**src/rtl/operand_tc_pipe_if.sv**
```systemverilog
// Handshake and operand bus for operand_tc_pipe.
// The master side drives operands, flush and out_ready; the slave side is the conditioning stage.
interface operand_tc_pipe_if #(
  parameter int unsigned ELEM_W   = 8,
  parameter int unsigned NUM_ELEM = 4
);
  localparam int unsigned W = ELEM_W * NUM_ELEM;

  logic                flush;
  logic                in_valid;
  logic                in_ready;
  logic [1:0]          in_opcode;
  logic [1:0]          in_precision;
  logic [W-1:0]        in_a;
  logic [W-1:0]        in_b;
  logic                out_valid;
  logic                out_ready;
  logic [W-1:0]        out_a_mag;
  logic [W-1:0]        out_b_mag;
  logic [NUM_ELEM-1:0] out_sign_a;
  logic [NUM_ELEM-1:0] out_sign_b;
  logic [NUM_ELEM-1:0] out_neg;
  logic [1:0]          out_opcode;
  logic [1:0]          out_precision;

  modport master (
    output flush, in_valid, in_opcode, in_precision, in_a, in_b, out_ready,
    input  in_ready, out_valid, out_a_mag, out_b_mag, out_sign_a, out_sign_b,
           out_neg, out_opcode, out_precision
  );

  modport slave (
    input  flush, in_valid, in_opcode, in_precision, in_a, in_b, out_ready,
    output in_ready, out_valid, out_a_mag, out_b_mag, out_sign_a, out_sign_b,
           out_neg, out_opcode, out_precision
  );
endinterface

```
**src/rtl/operand_tc_pipe.sv**
```systemverilog
// Operand conditioning for the vector Vedic multiplier: per-group magnitude and sign flags.
// OPERAND_TC_PIPE_SINGLE_STAGE_EN collapses the two-stage pipeline into one stage.
module operand_tc_pipe #(
  parameter int unsigned ELEM_W   = 8,
  parameter int unsigned NUM_ELEM = 4
) (
  input  logic               clk,
  input  logic               rst_n,
  operand_tc_pipe_if.slave   bus
);
  localparam int unsigned W = ELEM_W * NUM_ELEM;

  // Number of base elements per group for a precision code.
  function automatic int unsigned grp_elems(input logic [1:0] prec);
    case (prec)
      2'b01:   grp_elems = 2;
      2'b10:   grp_elems = 4;
      default: grp_elems = 1;
    endcase
  endfunction

  // Per-element negate select: the MSB of the enclosing group, if the operand is signed.
  function automatic logic [NUM_ELEM-1:0] sign_sel(input logic [W-1:0] x,
                                                   input logic       en,
                                                   input logic [1:0] prec);
    int unsigned span;
    int unsigned top;
    sign_sel = '0;
    span     = grp_elems(prec);
    for (int unsigned i = 0; i < NUM_ELEM; i++) begin
      top         = i | (span - 1);
      sign_sel[i] = en & x[top*ELEM_W + ELEM_W - 1];
    end
  endfunction

  // Group-wise two's complement; the +1 carry restarts at every group boundary.
  function automatic logic [W-1:0] cond_neg(input logic [W-1:0]        x,
                                            input logic [NUM_ELEM-1:0] sel,
                                            input logic [1:0]          prec);
    logic [ELEM_W:0] sum;
    logic            cy;
    int unsigned     span;
    cond_neg = x;
    cy       = 1'b0;
    span     = grp_elems(prec);
    for (int unsigned i = 0; i < NUM_ELEM; i++) begin
      if ((i & (span - 1)) == 0) cy = 1'b1;
      sum = {1'b0, ~x[i*ELEM_W +: ELEM_W]} + {{ELEM_W{1'b0}}, cy};
      cy  = sum[ELEM_W];
      if (sel[i]) cond_neg[i*ELEM_W +: ELEM_W] = sum[ELEM_W-1:0];
    end
  endfunction

  logic s2_take_c;
  logic in_ready_c;
  logic accept_c;

  logic                s2_valid_q,   s2_valid_d;
  logic [W-1:0]        s2_a_mag_q,   s2_a_mag_d;
  logic [W-1:0]        s2_b_mag_q,   s2_b_mag_d;
  logic [NUM_ELEM-1:0] s2_sign_a_q,  s2_sign_a_d;
  logic [NUM_ELEM-1:0] s2_sign_b_q,  s2_sign_b_d;
  logic [NUM_ELEM-1:0] s2_neg_q,     s2_neg_d;
  logic [1:0]          s2_opcode_q,  s2_opcode_d;
  logic [1:0]          s2_prec_q,    s2_prec_d;

  // Sources feeding S2: the S1 registers, or the raw inputs in the single-stage build.
  logic                src_valid_c;
  logic                src_load_c;
  logic [W-1:0]        src_a_c;
  logic [W-1:0]        src_b_c;
  logic [NUM_ELEM-1:0] src_sel_a_c;
  logic [NUM_ELEM-1:0] src_sel_b_c;
  logic [1:0]          src_opcode_c;
  logic [1:0]          src_prec_c;

`ifndef OPERAND_TC_PIPE_SINGLE_STAGE_EN
  logic s1_take_c;

  logic                s1_valid_q,  s1_valid_d;
  logic [W-1:0]        s1_a_q,      s1_a_d;
  logic [W-1:0]        s1_b_q,      s1_b_d;
  logic [NUM_ELEM-1:0] s1_sel_a_q,  s1_sel_a_d;
  logic [NUM_ELEM-1:0] s1_sel_b_q,  s1_sel_b_d;
  logic [1:0]          s1_opcode_q, s1_opcode_d;
  logic [1:0]          s1_prec_q,   s1_prec_d;

  // Flow control: a stage takes new data when empty or when its successor drains it.
  always_comb begin
    s2_take_c  = ~s2_valid_q | bus.out_ready;
    s1_take_c  = ~s1_valid_q | s2_take_c;
    in_ready_c = s1_take_c & ~bus.flush & rst_n;
    accept_c   = bus.in_valid & in_ready_c;
  end

  // S1 captures operands and the per-element sign selects.
  always_comb begin
    s1_valid_d  = s1_valid_q;
    s1_a_d      = s1_a_q;
    s1_b_d      = s1_b_q;
    s1_sel_a_d  = s1_sel_a_q;
    s1_sel_b_d  = s1_sel_b_q;
    s1_opcode_d = s1_opcode_q;
    s1_prec_d   = s1_prec_q;
    if (s1_take_c) s1_valid_d = accept_c;
    if (accept_c) begin
      s1_a_d      = bus.in_a;
      s1_b_d      = bus.in_b;
      s1_sel_a_d  = sign_sel(bus.in_a, bus.in_opcode != 2'b10, bus.in_precision);
      s1_sel_b_d  = sign_sel(bus.in_b, ~bus.in_opcode[1], bus.in_precision);
      s1_opcode_d = bus.in_opcode;
      s1_prec_d   = bus.in_precision;
    end
    if (bus.flush) s1_valid_d = 1'b0;
  end

  always_comb begin
    src_valid_c  = s1_valid_q;
    src_load_c   = s2_take_c & s1_valid_q;
    src_a_c      = s1_a_q;
    src_b_c      = s1_b_q;
    src_sel_a_c  = s1_sel_a_q;
    src_sel_b_c  = s1_sel_b_q;
    src_opcode_c = s1_opcode_q;
    src_prec_c   = s1_prec_q;
  end

  always_ff @(posedge clk or negedge rst_n) begin
    if (!rst_n) begin
      s1_valid_q  <= 1'b0;
      s1_a_q      <= '0;
      s1_b_q      <= '0;
      s1_sel_a_q  <= '0;
      s1_sel_b_q  <= '0;
      s1_opcode_q <= '0;
      s1_prec_q   <= '0;
    end else begin
      s1_valid_q  <= s1_valid_d;
      s1_a_q      <= s1_a_d;
      s1_b_q      <= s1_b_d;
      s1_sel_a_q  <= s1_sel_a_d;
      s1_sel_b_q  <= s1_sel_b_d;
      s1_opcode_q <= s1_opcode_d;
      s1_prec_q   <= s1_prec_d;
    end
  end
`else
  always_comb begin
    s2_take_c  = ~s2_valid_q | bus.out_ready;
    in_ready_c = s2_take_c & ~bus.flush & rst_n;
    accept_c   = bus.in_valid & in_ready_c;
  end

  // Selects and negation computed straight from the inputs.
  always_comb begin
    src_valid_c  = accept_c;
    src_load_c   = accept_c;
    src_a_c      = bus.in_a;
    src_b_c      = bus.in_b;
    src_sel_a_c  = sign_sel(bus.in_a, bus.in_opcode != 2'b10, bus.in_precision);
    src_sel_b_c  = sign_sel(bus.in_b, ~bus.in_opcode[1], bus.in_precision);
    src_opcode_c = bus.in_opcode;
    src_prec_c   = bus.in_precision;
  end
`endif

  // S2 holds the conditioned result until the downstream handshake.
  always_comb begin
    s2_valid_d  = s2_valid_q;
    s2_a_mag_d  = s2_a_mag_q;
    s2_b_mag_d  = s2_b_mag_q;
    s2_sign_a_d = s2_sign_a_q;
    s2_sign_b_d = s2_sign_b_q;
    s2_neg_d    = s2_neg_q;
    s2_opcode_d = s2_opcode_q;
    s2_prec_d   = s2_prec_q;
    if (s2_take_c) s2_valid_d = src_valid_c;
    if (src_load_c) begin
      s2_a_mag_d  = cond_neg(src_a_c, src_sel_a_c, src_prec_c);
      s2_b_mag_d  = cond_neg(src_b_c, src_sel_b_c, src_prec_c);
      s2_sign_a_d = src_sel_a_c;
      s2_sign_b_d = src_sel_b_c;
      s2_neg_d    = src_sel_a_c ^ src_sel_b_c;
      s2_opcode_d = src_opcode_c;
      s2_prec_d   = src_prec_c;
    end
    if (bus.flush) s2_valid_d = 1'b0;
  end

  always_ff @(posedge clk or negedge rst_n) begin
    if (!rst_n) begin
      s2_valid_q  <= 1'b0;
      s2_a_mag_q  <= '0;
      s2_b_mag_q  <= '0;
      s2_sign_a_q <= '0;
      s2_sign_b_q <= '0;
      s2_neg_q    <= '0;
      s2_opcode_q <= '0;
      s2_prec_q   <= '0;
    end else begin
      s2_valid_q  <= s2_valid_d;
      s2_a_mag_q  <= s2_a_mag_d;
      s2_b_mag_q  <= s2_b_mag_d;
      s2_sign_a_q <= s2_sign_a_d;
      s2_sign_b_q <= s2_sign_b_d;
      s2_neg_q    <= s2_neg_d;
      s2_opcode_q <= s2_opcode_d;
      s2_prec_q   <= s2_prec_d;
    end
  end

  assign bus.in_ready      = in_ready_c;
  assign bus.out_valid     = s2_valid_q;
  assign bus.out_a_mag     = s2_a_mag_q;
  assign bus.out_b_mag     = s2_b_mag_q;
  assign bus.out_sign_a    = s2_sign_a_q;
  assign bus.out_sign_b    = s2_sign_b_q;
  assign bus.out_neg       = s2_neg_q;
  assign bus.out_opcode    = s2_opcode_q;
  assign bus.out_precision = s2_prec_q;
endmodule

```
**src/flat_wrapper.sv**
```systemverilog
// flat-port wrapper written by rule: the top's interface ports become plain ports
module operand_tc_pipe_flat 
#(
  parameter int unsigned ELEM_W   = 8,
  parameter int unsigned NUM_ELEM = 4
)
  (clk, rst_n, bus_flush, bus_in_valid, bus_in_opcode, bus_in_precision, bus_in_a, bus_in_b, bus_out_ready, bus_in_ready, bus_out_valid, bus_out_a_mag, bus_out_b_mag, bus_out_sign_a, bus_out_sign_b, bus_out_neg, bus_out_opcode, bus_out_precision);
  operand_tc_pipe_if #(.ELEM_W(ELEM_W), .NUM_ELEM(NUM_ELEM)) bus_i ();
  input  logic clk;
  input  logic rst_n;
  input wire logic [$bits(bus_i.flush)-1:0] bus_flush;
  input wire logic [$bits(bus_i.in_valid)-1:0] bus_in_valid;
  input wire logic [$bits(bus_i.in_opcode)-1:0] bus_in_opcode;
  input wire logic [$bits(bus_i.in_precision)-1:0] bus_in_precision;
  input wire logic [$bits(bus_i.in_a)-1:0] bus_in_a;
  input wire logic [$bits(bus_i.in_b)-1:0] bus_in_b;
  input wire logic [$bits(bus_i.out_ready)-1:0] bus_out_ready;
  output wire logic [$bits(bus_i.in_ready)-1:0] bus_in_ready;
  output wire logic [$bits(bus_i.out_valid)-1:0] bus_out_valid;
  output wire logic [$bits(bus_i.out_a_mag)-1:0] bus_out_a_mag;
  output wire logic [$bits(bus_i.out_b_mag)-1:0] bus_out_b_mag;
  output wire logic [$bits(bus_i.out_sign_a)-1:0] bus_out_sign_a;
  output wire logic [$bits(bus_i.out_sign_b)-1:0] bus_out_sign_b;
  output wire logic [$bits(bus_i.out_neg)-1:0] bus_out_neg;
  output wire logic [$bits(bus_i.out_opcode)-1:0] bus_out_opcode;
  output wire logic [$bits(bus_i.out_precision)-1:0] bus_out_precision;
  assign bus_i.flush = bus_flush;
  assign bus_i.in_valid = bus_in_valid;
  assign bus_i.in_opcode = bus_in_opcode;
  assign bus_i.in_precision = bus_in_precision;
  assign bus_i.in_a = bus_in_a;
  assign bus_i.in_b = bus_in_b;
  assign bus_i.out_ready = bus_out_ready;
  assign bus_in_ready = bus_i.in_ready;
  assign bus_out_valid = bus_i.out_valid;
  assign bus_out_a_mag = bus_i.out_a_mag;
  assign bus_out_b_mag = bus_i.out_b_mag;
  assign bus_out_sign_a = bus_i.out_sign_a;
  assign bus_out_sign_b = bus_i.out_sign_b;
  assign bus_out_neg = bus_i.out_neg;
  assign bus_out_opcode = bus_i.out_opcode;
  assign bus_out_precision = bus_i.out_precision;
  operand_tc_pipe #(.ELEM_W(ELEM_W), .NUM_ELEM(NUM_ELEM)) u_core (.clk(clk), .rst_n(rst_n), .bus(bus_i));
endmodule
```
**config.mk**
```make
export PLATFORM = sky130hd
export DESIGN_NAME = operand_tc_pipe_flat
export DESIGN_NICKNAME = d
export VERILOG_FILES = /design/src/rtl/operand_tc_pipe_if.sv /design/src/rtl/operand_tc_pipe.sv /design/src/flat_wrapper.sv
export SDC_FILE = /design/constraint.sdc
export NUM_CORES = 1
export LEC_CHECK = 0
export CAP_MARGIN = 20
export CELL_PAD_IN_SITES_DETAIL_PLACEMENT = 0
export CELL_PAD_IN_SITES_GLOBAL_PLACEMENT = 1
export CORE_MARGIN = 2
export CORE_UTILIZATION = 40
export DETAILED_ROUTE_END_ITERATION = 10
export PLACE_DENSITY = 0.89
export SLEW_MARGIN = 20
export SYNTH_ARGS = -nofsm -noshare
export SYNTH_HDL_FRONTEND = slang
export SYNTH_SLANG_ARGS = --single-unit
```
**constraint.sdc**
```tcl
create_clock -name clk -period 5.15 [get_ports clk]
set_clock_uncertainty 0.05 [all_clocks]
set_input_delay 0.515 -clock clk [delete_from_list [all_inputs] [get_ports clk]]
set_output_delay 0.515 -clock clk [all_outputs]
set_load 0.01 [all_outputs]
```
Word level (Yosys, flattened, before mapping)
Index checks and enable logic that the tools add are counted.
{"block": "word_totals", "output_inout_bits": 82, "inputBits": 73, "reg_bits": 158}
{"block": "op_classes", "n_addsub": 18, "n_bitwise": 27, "n_mux": 45, "order_cmp": 4, "n_reduce_logical": 5, "eq_ne": 5}
{"operator": "32-bit by 4-bit adder with 32-bit output (second input constant)", "n": 4}
{"operator": "32-bit by 6-bit less-than comparator with 1-bit output (second input constant)", "n": 4}
{"operator": "32-bit by 1-bit subtractor with 32-bit output (second input constant)", "n": 4}
{"operator": "32-bit logical NOT", "n": 3}
{"operator": "8-bit two-way mux", "n": 8}
{"operator": "8-bit NOT", "n": 8}
{"operator": "8-bit by 1-bit adder with 9-bit output", "n": 6}
{"operator": "1-bit binary-select mux with 5-bit select", "n": 8}
{"operator": "29-bit two-way mux", "n": 1}
{"operator": "29-bit by 1-bit subtractor with 29-bit output (second input constant)", "n": 1}
{"operator": "1-bit two-way mux", "n": 25}
{"operator": "8-bit by 1-bit adder with 8-bit output", "n": 2}
{"operator": "1-bit bitwise AND", "n": 12}
{"operator": "3-bit one-hot mux with 2 select lines", "n": 1}
{"operator": "2-bit by 1-bit equality test with 1-bit output (second input constant)", "n": 2}
{"operator": "2-bit equality test (second input constant)", "n": 2}
{"operator": "1-bit NOT", "n": 4}
{"operator": "2-bit one-hot mux with 2 select lines", "n": 1}
{"operator": "2-bit nonzero test", "n": 2}
{"operator": "4-bit XOR", "n": 1}
{"operator": "2-bit two-way mux", "n": 1}
{"operator": "2-bit != test (second input constant)", "n": 1}
{"operator": "1-bit OR", "n": 2}
{"operator": "2-bit by 1-bit subtractor with 2-bit output (second input constant)", "n": 1}

Longest topological paths before layout
{"block": "depth", "word_depth": 16, "mapped_depth": 17, "mapped_depth_nobuf": 17}

Worst setup path after synthesis
No wires, ideal clock.
{"block": "synth_timing", "kind": "reg-to-reg", "start": "reg u_core.s1_b_q[0]", "end": "reg u_core.s2_b_mag_q[30], in the netlist u_core.bus.out_b_mag[30]", "stages_incl_launch_ff": 18, "arrival_time_ns": 4.047, "period_less_slack_ns": 4.226, "required_ns": 4.971, "path_slack_ns": 0.924, "path_cell_list": "dfrtp_1 -> inv_1 -> ha_1 -> or3b_1 -> o21ai_0 -> ha_1 -> ha_1 -> nand2b_1 -> o31ai_1 -> ha_1 -> ha_1 -> or3b_2 -> o41ai_1 -> ha_1 -> or4b_4 -> o31ai_4 -> xor2_1 -> o21ai_1"}
{"block": "synth_via", "elab_chain_len": 12}
{"item": "start, declared", "line": "operand_tc_pipe.sv:82", "text": "logic [W-1:0] s1_b_q, s1_b_d;"}
{"item": "start signal, assigned", "line": "operand_tc_pipe.sv:132", "text": "s1_b_q <= '0;"}
{"item": "start signal, assigned", "line": "operand_tc_pipe.sv:140", "text": "s1_b_q <= s1_b_d;"}
{"item": "8-bit NOT", "line": "operand_tc_pipe.sv:48", "text": "sum = {1'b0, ~x[i*ELEM_W +: ELEM_W]} + {{ELEM_W{1'b0}}, cy};"}
{"item": "8-bit by 1-bit adder with 9-bit output", "line": "operand_tc_pipe.sv:48"}
{"item": "1-bit two-way mux", "line": "operand_tc_pipe.sv:47", "text": "if ((i & (span - 1)) == 0) cy = 1'b1;"}
{"item": "1-bit two-way mux", "line": "operand_tc_pipe.sv:178", "text": "if (src_load_c) begin"}
{"item": "8-bit by 1-bit adder with 9-bit output", "line": "operand_tc_pipe.sv:48"}
{"item": "1-bit two-way mux", "line": "operand_tc_pipe.sv:47"}
{"item": "1-bit two-way mux", "line": "operand_tc_pipe.sv:178"}
{"item": "8-bit by 1-bit adder with 9-bit output", "line": "operand_tc_pipe.sv:48"}
{"item": "1-bit two-way mux", "line": "operand_tc_pipe.sv:47"}
{"item": "1-bit two-way mux", "line": "operand_tc_pipe.sv:178"}
{"item": "8-bit by 1-bit adder with 8-bit output", "line": "operand_tc_pipe.sv:48"}
{"item": "8-bit two-way mux", "line": "operand_tc_pipe.sv:50", "text": "if (sel[i]) cond_neg[i*ELEM_W +: ELEM_W] = sum[ELEM_W-1:0];"}
{"item": "end signal, assigned", "line": "operand_tc_pipe.sv:203", "text": "s2_b_mag_q <= s2_b_mag_d;"}
{"item": "end, declared", "line": "operand_tc_pipe.sv:60", "text": "logic [W-1:0] s2_b_mag_q, s2_b_mag_d;"}
No other way between the ends. The select of a mux whose other input is x is not followed.
A chain may end at the register's enable or synchronous reset.

Worst setup path after layout
Same ends and word-level chain as after synthesis.

==> impl_results.md <==
* Final HPWL DP at 11200 um
* Pwr/cell area at 444 nW/um2
* Power, Total at 4270 uW
* Peak supply drop at 0.256 mV
* Layout cell share with drive strength beyond 1 at 15.3%
* Syn_nets at 729
* Worst R2R Setup Slack at 0.47 ns
* N_diodes at 0
* Worst-path fanout max at 4
* # H-tree levels at 4
* Min cycle time layout at 4.68 ns
* Final WL at 16000 um
* Sequential share of the synthesized area at 54.2%
* Post-synthesis area per instance at 11.4 um2
* Num CTS Buffers at 17
* Antenna violations before repair at 0
* WHS at 0.427 ns
* DR pass1 iterations at 4
* First-pass GRT wire length at 26400 um
* Setup bufs post-CTS at 0
* Fin area at 9620 um2
* Fmax at 0.214 GHz
* Worst EP required at 5.37 ns
* Total GRT Usage at 17.1%
* Max-cap check violation count at 0
* RSZ-0062 raised after global routing: false
* Layout area overhead at 31.8%
* Antenna violation net count after detailed routing at 0
* Clk pin slew, worst setup/hold paths at 0.06 ns
* Pins over their slew limit at 0
* Actual slew at the worst max-slew pin at 0.979 ns
* Wire length per cell at 15.6 um
* EDFF count, synth at 0
* Worst Path Arrival at 4.90 ns
* Synth top area cells: dfrtp_1 54%, mux2_2 12%, o21ai_0 5.7%
* Site row count at 49
* Post-layout util at 53.7%
* Register bit total from synthesis at 158
* Hold Fails Final Rpt at 0
* I/O Buffers at 154
* Critical Path Sink Type: flop
* Setup CP Type: reg2reg
* Via density at 4.91
* Primary FF master, synth: dfrtp_1
* Synth area leader: dfrtp_1
* Cell count after synthesis at 640
* Period utilization at 90.9%
* CTS root buffer: clkbuf_16
* Area after DPL at 9000 um2
* Routability Congestion at 0.759
* LEAKAGE at 0.00411 uW
* Vias after detailed routing at 5041
* Async set or reset register ratio after synthesis at 100%
* Slew HR at 34.7%
* Initial DRC count at 179
* Die area at 19300 um2
* Clock Latency Late Sink at 0.42 ns
* Min-Delay Path Class: reg2reg
* DRC viols at 0
* Grt ovf at 0
* Yosys top cell area share at 54.2%
* Core Region at 17900 um2
* Vias in the first global route at 5098
* TritonCTS clock tree: yes
* I/O Pins at 155
* Max clock buf depth at 2
* Pin count of the biggest net entering global routing at 86
* Yosys warnings at 0
* Die width at 139 um
* Worst setup SP type: flop
* Die height at 139 um
* Initial Util at 40.8%
* Distinct cells, synth at 34
* Setup violations, final at 0
* Status: complete, no violations
* Clk sinks at 158
* Mapped cell area at 7300 um2
* Final setup TNS at 0 ns
* Layout net count at 874
-- final timing paths --
check,startpoint,to,depth (start not counted)
worst max-delay path,u_core.s1_b_q[0]$_DFFE_PN0P_,u_core.bus.out_b_mag[30]$_DFFE_PN0P_,17
worst min-delay path,u_core.bus.out_a_mag[26]$_DFFE_PN0P_,u_core.bus.out_a_mag[26]$_DFFE_PN0P_,2
worst max register to register,u_core.s1_b_q[0]$_DFFE_PN0P_,u_core.bus.out_b_mag[30]$_DFFE_PN0P_,17
worst min register to register,u_core.bus.out_a_mag[26]$_DFFE_PN0P_,u_core.bus.out_a_mag[26]$_DFFE_PN0P_,2
max in group asynchronous,rst_n,u_core.bus.out_neg[1]$_DFFE_PN0P_,4
min in group asynchronous,rst_n,u_core.bus.out_a_mag[5]$_DFFE_PN0P_,2
-- area by class of cell --
cell class | instances | area [um2]
sequential | 158 | 3950
clock buffer | 22 | 474
tap | 229 | 287
multi-input combinational | 424 | 3090
timing repair buffer | 160 | 1590
clock inverter | 10 | 136
fill | 1580 | 8280
inverter | 24 | 90.1
-- cell usage in the layout (no fill, tap or decap), drive strengths merged, types with 2 or more instances in the layout --
cell and n:
or3b 5, o31ai 18, mux2 77, or4 5, a21oi 6, mux2i 16
nor4 4, nor2b 6, nor2 11, clkinvlp 3, bufinv 3, o41ai 5
clkbuf 22, inv 24, o21ai 91, or4b 2, clkdlybuf4s50 153, nand2 91
a21boi 3, xnor2 24, xor2 30, buf 6, nand2b 5, dfrtp 158
ha 16, clkinv 4, a31oi 4
-- cell families after synthesis --
family / Yosys count / synth area share, %
buffers and inverters: 58 / 3.72
xor gates and xnor gates: 54 / 6.48
muxes: 93 / 14.1
and+or+nand+nor: 134 / 8.61
AOI/OAI and AO/OA: 127 / 10.2
DFF: 158 / 54.2
adders and majority gates: 16 / 2.74
-- sequential cells by signal, summed over array words and instances, names as in the netlist --
signal / count
u_core.s1_b_q: 32
u_core.s1_valid_q: 1
u_core.bus.out_sign_b: 4
u_core.s1_sel_a_q: 4
u_core.s1_sel_b_q: 4
u_core.bus.out_neg: 4
u_core.s1_prec_q: 2
u_core.bus.out_a_mag: 32
u_core.bus.out_valid: 1
u_core.bus.out_precision: 2
u_core.bus.out_opcode: 2
u_core.s1_opcode_q: 2
u_core.bus.out_sign_a: 4
u_core.bus.out_b_mag: 32
u_core.s1_a_q: 32
-- routing by layer --
layer / track usage (%) / share of wire (%) / up-vias
met5: 0 / 0 / -
met4: 4.63 / 1.1 / 0
met3: 5.04 / 4.9 / 18
met2: 27.3 / 48 / 118
met1: 22.9 / 46 / 2417
li1: - / - / 2488
-- power by group --
| part | switching (uW) | internal (uW) |
|---|---|---|
| Clock | 485 | 799 |
| Combinational | 489 | 686 |
| Sequential | 264 | 1550 |
| Total | 1240 | 3030 |
-- stage by stage --
step / setup WS [ns] / std cells
floorplan: 0.924 / 640
global placement: 0.528 / 994
detailed placement: 0.394 / 994
CTS: 0.397 / 1027
global route: 0.132 / 1027
finish: 0.470 / 1027
-- what timing repair did --
action	in CTS	in global routing
hold endpoints to repair	40	0
resized for setup	0	0
hold buffers	1	0
-- synthesized netlist by cell type (2+ instances only) --
master,count
a21boi_0,3
xor2_1,30
inv_1,24
mux2i_1,16
nor4_1,4
or3b_1,3
nor2b_1,6
nand2_1,91
ha_1,16
nand2b_1,5
or3b_2,2
a31oi_1,4
buf_2,19
o31ai_1,16
clkbuf_1,10
o31ai_4,2
xnor2_1,24
nor2_1,11
or4_1,5
a21oi_1,6
mux2_2,77
dfrtp_1,158
o21ai_0,83
o21ai_1,7
buf_6,4
or4b_4,2
o41ai_1,5
-- worst max-delay path: stages, from the launching register on --
cell and delay, ns:
dfrtp_1 0.39, inv_1 0.08, ha_1 0.16, or3b_1 0.40, o21ai_0 0.21, ha_1 0.19
ha_1 0.16, nand2b_1 0.09, o31ai_1 0.22, ha_1 0.26, ha_1 0.19, or3b_2 0.48
o41ai_1 0.49, ha_1 0.25, or4b_4 0.50, o31ai_4 0.20, xor2_1 0.16, o21ai_1 0.07
(Power assumes the default switching activity.)
